[src/rtl/tone_wave_generator.sv]
// Tone synthesiser: plays a fixed-length note at F_CLK/256/prescale and emits
// signed PCM samples (square, triangle, sawtooth or silence) on a free-running sample strobe.
module tone_wave_generator #(
  parameter int          PRESCALE_W = 10,
  parameter int          DUR_CYCLES = 3_937_500,
  parameter logic [15:0] AMPLITUDE  = 16'h2000,
  parameter int          SAMPLE_DIV = 656
) (
  input  logic                  clk,
  input  logic                  reset,
  input  logic [PRESCALE_W-1:0] preScaleValue,
  input  logic                  enabler,
  input  logic [1:0]            wave_sel,
  output logic signed [15:0]    audio_sample,
  output logic                  sample_valid,
  output logic                  busy
);

  localparam int DUR_W = $clog2(DUR_CYCLES + 1);
  localparam int SMP_W = (SAMPLE_DIV > 1) ? $clog2(SAMPLE_DIV) : 1;

  localparam logic [DUR_W-1:0]      DUR_LOAD  = DUR_W'(DUR_CYCLES - 1);
  localparam logic [DUR_W-1:0]      DUR_ONE   = DUR_W'(1);
  localparam logic [SMP_W-1:0]      SMP_LAST  = SMP_W'(SAMPLE_DIV - 1);
  localparam logic [SMP_W-1:0]      SMP_ONE   = SMP_W'(1);
  localparam logic [PRESCALE_W-1:0] PRESC_ONE = PRESCALE_W'(1);

  localparam logic [0:0] ST_IDLE = 1'b0;
  localparam logic [0:0] ST_PLAY = 1'b1;

  logic [0:0]            state;
  logic [PRESCALE_W-1:0] presc_lat;
  logic [PRESCALE_W-1:0] presc_cnt;
  logic [DUR_W-1:0]      dur_cnt;
  logic [7:0]            phase;
  logic [SMP_W-1:0]      smp_cnt;
  logic                  req;
  logic                  smp_tc;
  logic signed [15:0]    wave_p0;

  // Clamp the 25-bit intermediate into the 16-bit PCM range.
  function automatic logic signed [15:0] sat16(input logic signed [24:0] x);
    logic signed [15:0] r;
    if (x > 25'sd32767)
      r = 16'sh7FFF;
    else if (x < -25'sd32768)
      r = 16'sh8000;
    else
      r = $signed(x[15:0]);
    return r;
  endfunction

  function automatic logic signed [24:0] wave_calc(input logic [1:0] sel, input logic [7:0] p);
    logic signed [24:0] amp;
    logic signed [24:0] ramp;
    logic [6:0]         t;
    logic signed [24:0] r;
    amp  = $signed({9'b0, AMPLITUDE});
    ramp = '0;
    t    = '0;
    r    = '0;
    case (sel)
      2'b00: r = p[7] ? -amp : amp;
      2'b01: begin
        t    = p[7] ? ~p[6:0] : p[6:0];
        ramp = $signed({17'b0, t, 1'b0}) - 25'sd127;
        r    = (ramp * amp) >>> 7;
      end
      2'b10: begin
        ramp = $signed({17'b0, p}) - 25'sd128;
        r    = (ramp * amp) >>> 7;
      end
      default: r = '0;
    endcase
    return r;
  endfunction

  assign req    = enabler && (preScaleValue != '0);
  assign smp_tc = (smp_cnt == SMP_LAST);

  always_comb begin
    wave_p0 = '0;
    if (state == ST_PLAY)
      wave_p0 = sat16(wave_calc(wave_sel, phase));
  end

  // Note control: a valid request (re)starts the note; phase survives a retrigger.
  always_ff @(posedge clk or posedge reset) begin
    if (reset) begin
      state     <= ST_IDLE;
      presc_lat <= '0;
      presc_cnt <= '0;
      dur_cnt   <= '0;
      phase     <= '0;
      busy      <= 1'b0;
    end else begin
      busy <= (state == ST_PLAY);
      case (state)
        ST_IDLE: begin
          if (req) begin
            state     <= ST_PLAY;
            presc_lat <= preScaleValue;
            dur_cnt   <= DUR_LOAD;
            presc_cnt <= '0;
            phase     <= '0;
          end
        end
        default: begin
          if (req) begin
            presc_lat <= preScaleValue;
            dur_cnt   <= DUR_LOAD;
            presc_cnt <= '0;
          end else begin
            if (dur_cnt == '0)
              state <= ST_IDLE;
            else
              dur_cnt <= dur_cnt - DUR_ONE;
            if (presc_cnt == presc_lat - PRESC_ONE) begin
              presc_cnt <= '0;
              phase     <= phase + 8'd1;
            end else begin
              presc_cnt <= presc_cnt + PRESC_ONE;
            end
          end
        end
      endcase
    end
  end

  // Sample stage: capture the waveform on terminal count, strobe valid with it.
  always_ff @(posedge clk or posedge reset) begin
    if (reset) begin
      smp_cnt      <= '0;
      sample_valid <= 1'b0;
      audio_sample <= '0;
    end else begin
      smp_cnt      <= smp_tc ? '0 : smp_cnt + SMP_ONE;
      sample_valid <= smp_tc;
      if (smp_tc)
        audio_sample <= wave_p0;
    end
  end

endmodule
[config.mk]
export PLATFORM = sky130hd
export DESIGN_NAME = tone_wave_generator
export DESIGN_NICKNAME = d
export VERILOG_FILES = /design/src/rtl/tone_wave_generator.sv
export SDC_FILE = /design/constraint.sdc
export NUM_CORES = 1
export LEC_CHECK = 0
export CORE_MARGIN = 8
export CORE_UTILIZATION = 44
export CTS_CLUSTER_DIAMETER = 120
export DETAILED_ROUTE_END_ITERATION = 8
export PLACE_DENSITY = 0.63
export SETUP_SLACK_MARGIN = 0.2
export SLEW_MARGIN = 20
export SYNTH_ARGS = -nofsm -noshare
export SYNTH_HDL_FRONTEND = slang
export SYNTH_SLANG_ARGS = --single-unit
[constraint.sdc]
create_clock -name clk -period 3.3 [get_ports clk]
set_input_delay 0.33 -clock clk [delete_from_list [all_inputs] [get_ports clk]]
set_output_delay 0.33 -clock clk [all_outputs]
set_load 0.01 [all_outputs]
Word-level counts from Yosys, hierarchy flattened
Index checks and enable logic that the tools add are counted.
{"block": "op_classes", "addsub": 7, "n_lt_le_gt_ge": 2, "n_eq_ne": 6, "muxes": 24, "bitwise_logic": 1, "n_reduce_logical": 8}
{"cell": "22-bit 2-to-1 mux", "n": 4}
{"cell": "25-bit case mux with 3 select lines", "n": 1}
{"cell": "10-bit 2-to-1 mux", "n": 5}
{"cell": "25-bit 2-to-1 mux", "n": 2}
{"cell": "16-bit 2-to-1 mux", "n": 3}
{"cell": "8-bit 2-to-1 mux", "n": 4}
{"cell": "25-bit by 16-bit greater-than comparator with 1-bit output, second input constant", "n": 1}
{"cell": "25-bit by 16-bit < comparator with 1-bit output, second input constant", "n": 1}
{"cell": "22-bit zero test", "n": 1}
{"cell": "22-bit by 1-bit subtractor with 22-bit output, second input constant", "n": 1}
{"cell": "10-bit by 1-bit adder with 10-bit output, second input constant", "n": 2}
{"cell": "10-bit == test", "n": 1}
{"cell": "10-bit == test, second input constant", "n": 1}
{"cell": "10-bit nonzero test", "n": 1}
{"cell": "10-bit by 1-bit subtractor with 10-bit output, second input constant", "n": 1}
{"cell": "8-bit by 7-bit subtractor with 9-bit output, second input constant", "n": 1}
{"cell": "8-bit by 8-bit subtractor with 9-bit output, second input constant", "n": 1}
{"cell": "8-bit by 1-bit adder with 8-bit output, second input constant", "n": 1}
{"cell": "7-bit 2-to-1 mux", "n": 1}
{"cell": "7-bit inverter", "n": 1}
{"cell": "1-bit 2-to-1 mux", "n": 4}
{"cell": "2-bit inequality test, second input constant", "n": 2}
{"cell": "2-bit nonzero test", "n": 2}
{"cell": "3-bit AND reduction", "n": 1}
{"cell": "other kinds (5)", "n": 5}
{"block": "totals", "reg_bits": 79, "inputBits": 15, "output_inout_bits": 18, "word_cells": 57}

Depth between registers and ports, before layout
Gate-level depths: netlist of run 1.
{"block": "depth", "ltp_word": 9, "ltp_mapped": 10, "depth_no_buf": 8}

Worst setup path after synthesis of run 1
No wires, ideal clock.
{"block": "synth_timing", "kind": "register to register", "start": "reg presc_lat[0]", "end": "reg phase[6]", "setup_time_ns": 0.140, "t_arrival_ns": 2.185, "required_time_ns": 3.160, "path_slack_ns": 0.974, "path_stages_with_launch": 9, "n_path_buf": 1, "synth_period_minus_slack_ns": 2.326, "path_cell_list": "dfrtp_1 > inv_1 > ha_1 > or4b_1 > a311oi_1 > o2111ai_2 > buf_6 > nor4_1 > o32ai_1"}
{"block": "synth_between", "elab_chain_len": 4}
{"item": "from (decl)", "line_no": "32", "source": "logic [PRESCALE_W-1:0] presc_lat;"}
{"item": "from (signal assigned)", "line_no": "102", "source": "presc_lat <= preScaleValue;"}
{"item": "from (signal assigned)", "line_no": "110", "source": "presc_lat <= preScaleValue;"}
{"item": "10-bit by 1-bit subtractor with 10-bit output", "line_no": "118", "source": "if (presc_cnt == presc_lat - PRESC_ONE) begin"}
{"item": "10-bit == test", "line_no": "118"}
{"item": "2-bit nonzero test (no line)"}
{"item": "3-bit AND reduction (no line)"}
{"item": "to (signal assigned)", "line_no": "120", "source": "phase <= phase + 8'd1;"}
{"item": "to (decl)", "line_no": "35", "source": "logic [7:0] phase;"}
No other way between the ends.
A chain may end at the register's enable or synchronous reset.

Worst setup path in the final report of run 1
{"block": "layout_timing", "start": "reg presc_lat[0]", "end": "reg phase[7]"}
Same word-level chain as after synthesis.

==> results of run 1 <==
-- cell families (layout without fill, tap and decap cells) --
logic type      Yosys count  after routing  share of synthesized area, %
simple gates            213            213                          26.1
compound gates           83             83                          14.8
flops                    72             72                          44.3
buf+inv                  41             59                          4.77
xor+xnor                 39             39                          8.40
fa+ha+maj                 5              5                          1.54
other cells               1              6                        0.0922
-- state kept, by name, summed over array words and instances, names as in the netlist --
| signal | count |
|---|---|
| busy | 1 |
| presc_cnt | 10 |
| smp_cnt | 10 |
| presc_lat | 10 |
| phase | 8 |
| dur_cnt | 22 |
| state | 1 |
| sample_valid | 1 |
| audio_sample | 9 |
-- synthesized netlist by cell type, drive strengths merged, types with 3 or more instances --
| cell | n | area share [%] |
|---|---|---|
| a211oi | 3 | 0.55 |
| a21oi | 13 | 1.6 |
| a22oi | 6 | 1.1 |
| a2bb2oi | 4 | 0.86 |
| a311oi | 3 | 0.65 |
| a31oi | 7 | 1.1 |
| buf | 14 | 2.2 |
| clkbuf | 17 | 1.6 |
| dfrtp | 72 | 44 |
| ha | 5 | 1.5 |
| inv | 10 | 0.92 |
| nand2 | 85 | 7.8 |
| nand2b | 5 | 0.77 |
| nand3 | 21 | 2.6 |
| nand3b | 5 | 0.92 |
| nand4 | 5 | 0.77 |
| nor2 | 26 | 2.4 |
| nor2b | 7 | 1.1 |
| nor3 | 14 | 1.8 |
| nor3b | 3 | 0.55 |
| nor4 | 13 | 2.0 |
| nor4b | 3 | 0.65 |
| o21ai | 14 | 1.7 |
| o31ai | 10 | 2.2 |
| or2 | 5 | 0.77 |
| or3 | 12 | 1.8 |
| xnor2 | 14 | 3.0 |
| xor2 | 25 | 5.4 |
-- worst max-delay path: stages (launching register included) --
cell	delay, ns
dfrtp_1	0.44
inv_1	0.08
ha_1	0.30
or4b_1	0.50
a311oi_1	0.49
o2111ai_4	0.34
nor4_1	0.40
o32ai_1	0.12
-- through the flow --
step	cells	hold slack (ns)	cell area [um^2]	utilization (%)	power, uW
floorplan	459	0.435	4090	-	1080
global placement	572	0.467	4380	48.1	1130
detailed placement	572	0.470	4380	48.1	1140
CTS	588	0.484	4590	50.4	1900
global route	588	0.515	4610	50.6	1970
finish	588	0.443	4610	50.6	1880
-- path summary, 6_finish.rpt --
kind	endpoint	slack, ns	cells after the start
max	phase[7]$_DFFE_PP0P_	0.48	7
min	dur_cnt[14]$_DFFE_PP0P_	0.44	2
max reg2reg	phase[7]$_DFFE_PP0P_	0.48	7
min reg2reg	audio_sample[8]$_DFFE_PP0P_	0.49	2
max in group asynchronous	audio_sample[6]$_DFFE_PP0P_	2.10	3
min in group clk	audio_sample[8]$_DFFE_PP0P_	0.49	2
-- layer usage --
| layer | vias to the layer above | routed length (um) |
|---|---|---|
| met5 | - | 0 |
| met4 | 0 | 147 |
| met3 | 13 | 251 |
| met2 | 35 | 4320 |
| met1 | 1562 | 3980 |
| li1 | 1636 | - |
-- cell type report --
cell class,instances,area (um^2)
repair buffers,33,313
clock inverters,5,81.3
multi-input cells,346,2110
fillers,858,4500
well taps,111,139
inverters,10,37.5
flip-flops and latches,72,1800
clock buffers,11,131
-- power by group through the flow --
stage / clock, uW / combinational, uW / sequential (uW)
after global routing: 818 / 203 / 949
final: 760 / 178 / 944
after floorplan: 0 / 137 / 946
after global placement: 0 / 170 / 960
after CTS: 782 / 176 / 944
after detailed placement: 0 / 174 / 961
==> qor.csv, run 1 <==
stage,metric,value,unit
power_and_ir_drop,internal_power,1410,uW
power_and_ir_drop,p_sw_share,25.3,%
place,globalplace.congestion,0.841,
global_route,grt_overflow,0,
logic_synthesis,ys_seq_elements,72,
layout,final_common_cell,nand2_1,
power_and_ir_drop,ir_drop,267,uV
detailed_routing,wl,8690,um
logic_synthesis,ys_seq_area_share,44.3,%
floorplanning,die_height,112,um
detailed_routing,drtIter0Drc,205,
sta,hold_viol,0,
global_route,grt_pass1_wl,15100,um
power_and_ir_drop,p_per_area,408,nW/um^2
global_route,grtUsageMet3,3.81,%
sta,clock_skew,0.00784,ns
floorplanning,die_x,112,um
cts,holdBufCountCts,0,
sta,fin_crit,2.82,ns
global_route,grtUsageMet2,24.4,%
global_route,grt_max_degree,38,
cts,clock_sinks,72,
global_route,grt_pass1_vias,3223,
place,hpwl,5900,um
cts,cts_root_buffer,clkbuf_8,
detailed_routing,drt-wirelength-per-cell,14.8,um
power_and_ir_drop,p_sw,476,uW
detailed_routing,drc,0,
global_route,grtUsageTotal,14.6,%
cts,cts_setup_buffers,0,
floorplanning,pin_count,33,
layout,num_antenna_cells,0,
cts,clock_latency,0.35,ns
logic_synthesis,ys_types,60,
detailed_routing,dr.pass1.iters,4,
setup_path,end_kind,flip-flop,
floorplanning,num_rows,35,
logic_synthesis,syn_area,4070,um^2
cts,cts_buffers,9,
place,dp_slack,0.450,ns
setup_path,cp_max_fo,20,
sta,worst_pin_slew,0.979,ns
min_path,hold_path.class,input port to async pin,
sta,fin_crit_sh,85.6,%
sta,drv_slew,0,
logic_synthesis,yosysWarningCount,0,
sta,setup_ws,0.477,ns
cts,cts_resized,0,
sta,tns,0,ns
sta,fmax,0.354,GHz
setup_path,cp-start-kind,flip-flop,
logic_synthesis,synth_edf_count,0,
floorplanning,initial_utilization,44.6,%
power_and_ir_drop,p_seq_share,50.2,%
layout,syn2layout_area_growth,13.4,%
place,io_buffers,26,
setup_path,worst_ep_arrival_time,3.01,ns
layout,final_cell_mix,"nand2_1, dfrtp_1, nor2_1, clkdlybuf4s50_1, xor2_1",
power_and_ir_drop,combPwrFrac,9.5,%
global_route,antenna_found_initial,0,
layout,num-nets-final,492,
sta,slew_headroom,34.7,%
logic_synthesis,ys.flop_type,dfrtp_1,
sta,setup_violations,0,
sta,rsz0062_at_grt,false,
run,drv_cap,0,
cts,clkSlewWorstSetupHoldPaths,0.08,ns
power_and_ir_drop,power.clock.fraction,40.4,%
floorplanning,core,9110,um^2
layout,drive_above_1_share,6.92,%
global_route,gr-max-usage-layer,met2,
detailed_routing,vias_per_cell,5.52,
power_and_ir_drop,p_leak,0.00183,uW
setup_path,worstSetupPathType,flip-flop to flip-flop,
logic_synthesis,async_reset_ff_share,100,%
cts,cts_max_level,3,
detailed_routing,vias,3246,
setup_path,r2r-start,presc_lat[0]$_DFFE_PP0P_,
logic_synthesis,avgSynthCellArea,8.96,um^2
logic_synthesis,syn-instance-count,454,
detailed_routing,ant_nets,0,
setup_path,cp-startpoint,presc_lat[0]$_DFFE_PP0P_,
global_route,met1_usage,17.8,%
cts,clockBufferDepth,2,
setup_path,crit_required,3.48,ns
floorplanning,die_area,12600,um^2
outcome,status,"complete, no violations",
cts,cts_tree,yes,
Power figures use the tool's default switching activity.
==> run 2: changes to the inputs <==
--- a/config.mk
+++ b/config.mk
@@ -5,11 +5,11 @@
 export SDC_FILE = /design/constraint.sdc
 export NUM_CORES = 1
 export LEC_CHECK = 0
-export CORE_MARGIN = 8
 export CORE_UTILIZATION = 44
 export CTS_CLUSTER_DIAMETER = 120
 export DETAILED_ROUTE_END_ITERATION = 8
 export PLACE_DENSITY = 0.63
+export REMOVE_ABC_BUFFERS = 1
 export SETUP_SLACK_MARGIN = 0.2
 export SLEW_MARGIN = 20
 export SYNTH_ARGS = -nofsm -noshare
==> run 2 against run 1 <==
Against the previous run:
- the run now ends with DRC left
- utilization increased by 1.9 points
- sequential power is essentially flat
- wire length down 3.7%
- non-clock buffer count grew 2
- worst hold slack lost 0.070 ns
- critical path depth is 1 higher
- first-iteration DRC count is 8.8% lower
- total power increased by 1.9%
- clock skew hardly changed
- maximum frequency up 1.2%
- global-route usage rose by 4.2 points
- critical path type unchanged
- largest cell class unchanged
- largest power group unchanged
- highest routed layer unchanged
==> qor.csv, run 2 (synthesis gave the netlist of run 1 again) <==
stage,metric,value,unit
sta,worst_pin_slew,0.914,ns
sta,rsz0062_at_grt,false,
floorplanning,die_area,9630,um^2
layout,syn2layout_area_growth,14.2,%
floorplanning,initial_utilization,46.0,%
cts,cts_root_buffer,clkbuf_8,
cts,clkSlewWorstSetupHoldPaths,0.08,ns
power_and_ir_drop,power,1920,uW
setup_path,cp_max_fo,20,
power_and_ir_drop,combPwrFrac,9.3,%
place,io_buffers,26,
outcome,violations,DRC,
global_route,grt_max_degree,73,
cts,holdBufCountCts,0,
min_path,hold_path.class,input port to async pin,
detailed_routing,ant_nets,0,
power_and_ir_drop,ir_drop,211,uV
sta,hold_viol,0,
layout,num-nets-final,494,
setup_path,worst_r2r_path_depth,8,
layout,final_cell_mix,"nand2_1, dfrtp_1, nor2_1, clkdlybuf4s50_1, xor2_1",
cts,clock_sinks,72,
power_and_ir_drop,p_leak,0.00185,uW
setup_path,crit_required,3.49,ns
detailed_routing,drtIter0Drc,187,
run,drv_cap,0,
power_and_ir_drop,p_seq_share,49.2,%
global_route,antenna_found_initial,0,
power_and_ir_drop,p_per_area,413,nW/um^2
setup_path,worst_ep_arrival_time,2.98,ns
detailed_routing,vias,3208,
sta,fin_crit,2.79,ns
cts,clockBufferDepth,2,
floorplanning,num_rows,34,
global_route,grt_overflow,0,
cts,cts_resized,0,
detailed_routing,drt-wirelength-per-cell,14.3,um
global_route,grt_pass1_vias,3101,
layout,final_common_cell,nand2_1,
cts,clock_latency,0.34,ns
global_route,grt_pass1_wl,14800,um
power_and_ir_drop,p_sw_share,25.4,%
cts,cts_max_level,3,
place,hpwl,5600,um
power_and_ir_drop,internal_power,1430,uW
layout,num_antenna_cells,0,
layout,drive_above_1_share,7.52,%
sta,setup_violations,0,
setup_path,cp-start-kind,flip-flop,
detailed_routing,vias_per_cell,5.47,
power_and_ir_drop,p_sw,487,uW
sta,tns,0,ns
setup_path,end_kind,flip-flop,
place,place_inst,571,
cts,cts_setup_buffers,0,
sta,setup_ws,0.509,ns
sta,fin_hold_ws,0.373,ns
floorplanning,die_x,98.1,um
global_route,grtUsageTotal,18.8,%
layout,largest_reg_flops,22,
detailed_routing,wl,8370,um
sta,drv_slew,0,
layout,regMostFlops,dur_cnt,
floorplanning,die_height,98.1,um
layout,instances_no_fill,587,
place,dp_slack,0.427,ns
sta,fin_crit_sh,84.6,%
floorplanning,core,8850,um^2
outcome,status,"complete, but fails checks",
sta,clock_skew,0.00743,ns
cts,cts_buffers,9,
power_and_ir_drop,power.clock.fraction,41.5,%
setup_path,worstSetupPathType,flip-flop to flip-flop,
place,globalplace.congestion,0.892,
floorplanning,pin_count,33,
detailed_routing,drc,4,
detailed_routing,dr.pass1.iters,6,
sta,slew_headroom,39.1,%
cts,cts_tree,yes,
sta,fmax,0.358,GHz
[run 2: critical path, cell delays in order (launching register included)]
cell and delay (ns):
dfrtp_1 0.44, inv_1 0.08, ha_1 0.29, or4b_1 0.48
a311oi_1 0.44, o2111ai_4 0.33, buf_4 0.31, a31oi_1 0.17
a21oi_1 0.08
[run 2: layer usage]
metal  vias up  share of wire [%]  global-route usage (%)  wire length [um]
met3         2                3.2                    3.08               265
met1      1513                 51                    27.1              4310
li1       1638                  -                       -                 -
met4         0               0.51                    6.89                43
met2        55                 45                    28.3              3750
met5         -                  0                       0                 0
[run 2: area by class of cell]
| type | count | area (um^2) |
|---|---|---|
| clock buffers | 10 | 138 |
| clock inverters | 6 | 92.6 |
| fillers | 809 | 4200 |
| inverters | 10 | 37.5 |
| multi-input cells | 346 | 2100 |
| flip-flops and latches | 72 | 1800 |
| well taps | 108 | 135 |
| repair buffers | 35 | 340 |
[run 2: final timing paths]
| kind | start | endpoint | slack (ns) |
|---|---|---|---|
| max in group asynchronous | reset | audio_sample[15]$_DFFE_PP0P_ | 2.60 |
| min in group clk | audio_sample[12]$_DFFE_PP0P_ | audio_sample[12]$_DFFE_PP0P_ | 0.48 |
| max | presc_lat[0]$_DFFE_PP0P_ | presc_cnt[8]$_DFFE_PP0P_ | 0.51 |
| min | reset | dur_cnt[20]$_DFFE_PP0P_ | 0.37 |
| max reg2reg | presc_lat[0]$_DFFE_PP0P_ | presc_cnt[8]$_DFFE_PP0P_ | 0.51 |
| min reg2reg | audio_sample[12]$_DFFE_PP0P_ | audio_sample[12]$_DFFE_PP0P_ | 0.48 |
[run 2: power by group through the flow]
stage,Clock [uW],Sequential (uW),Combinational (uW)
after floorplan,0,950,122
after global routing,855,948,205
after CTS,821,943,177
final,797,944,178
after global placement,0,959,173
after detailed placement,0,960,177
[run 2: per-stage QoR]
stage,cell area (um^2),util [%]
after floorplan,3930,-
after global routing,4650,52.5
after global placement,4400,49.8
final,4650,52.5
after CTS,4630,52.4
after detailed placement,4400,49.8
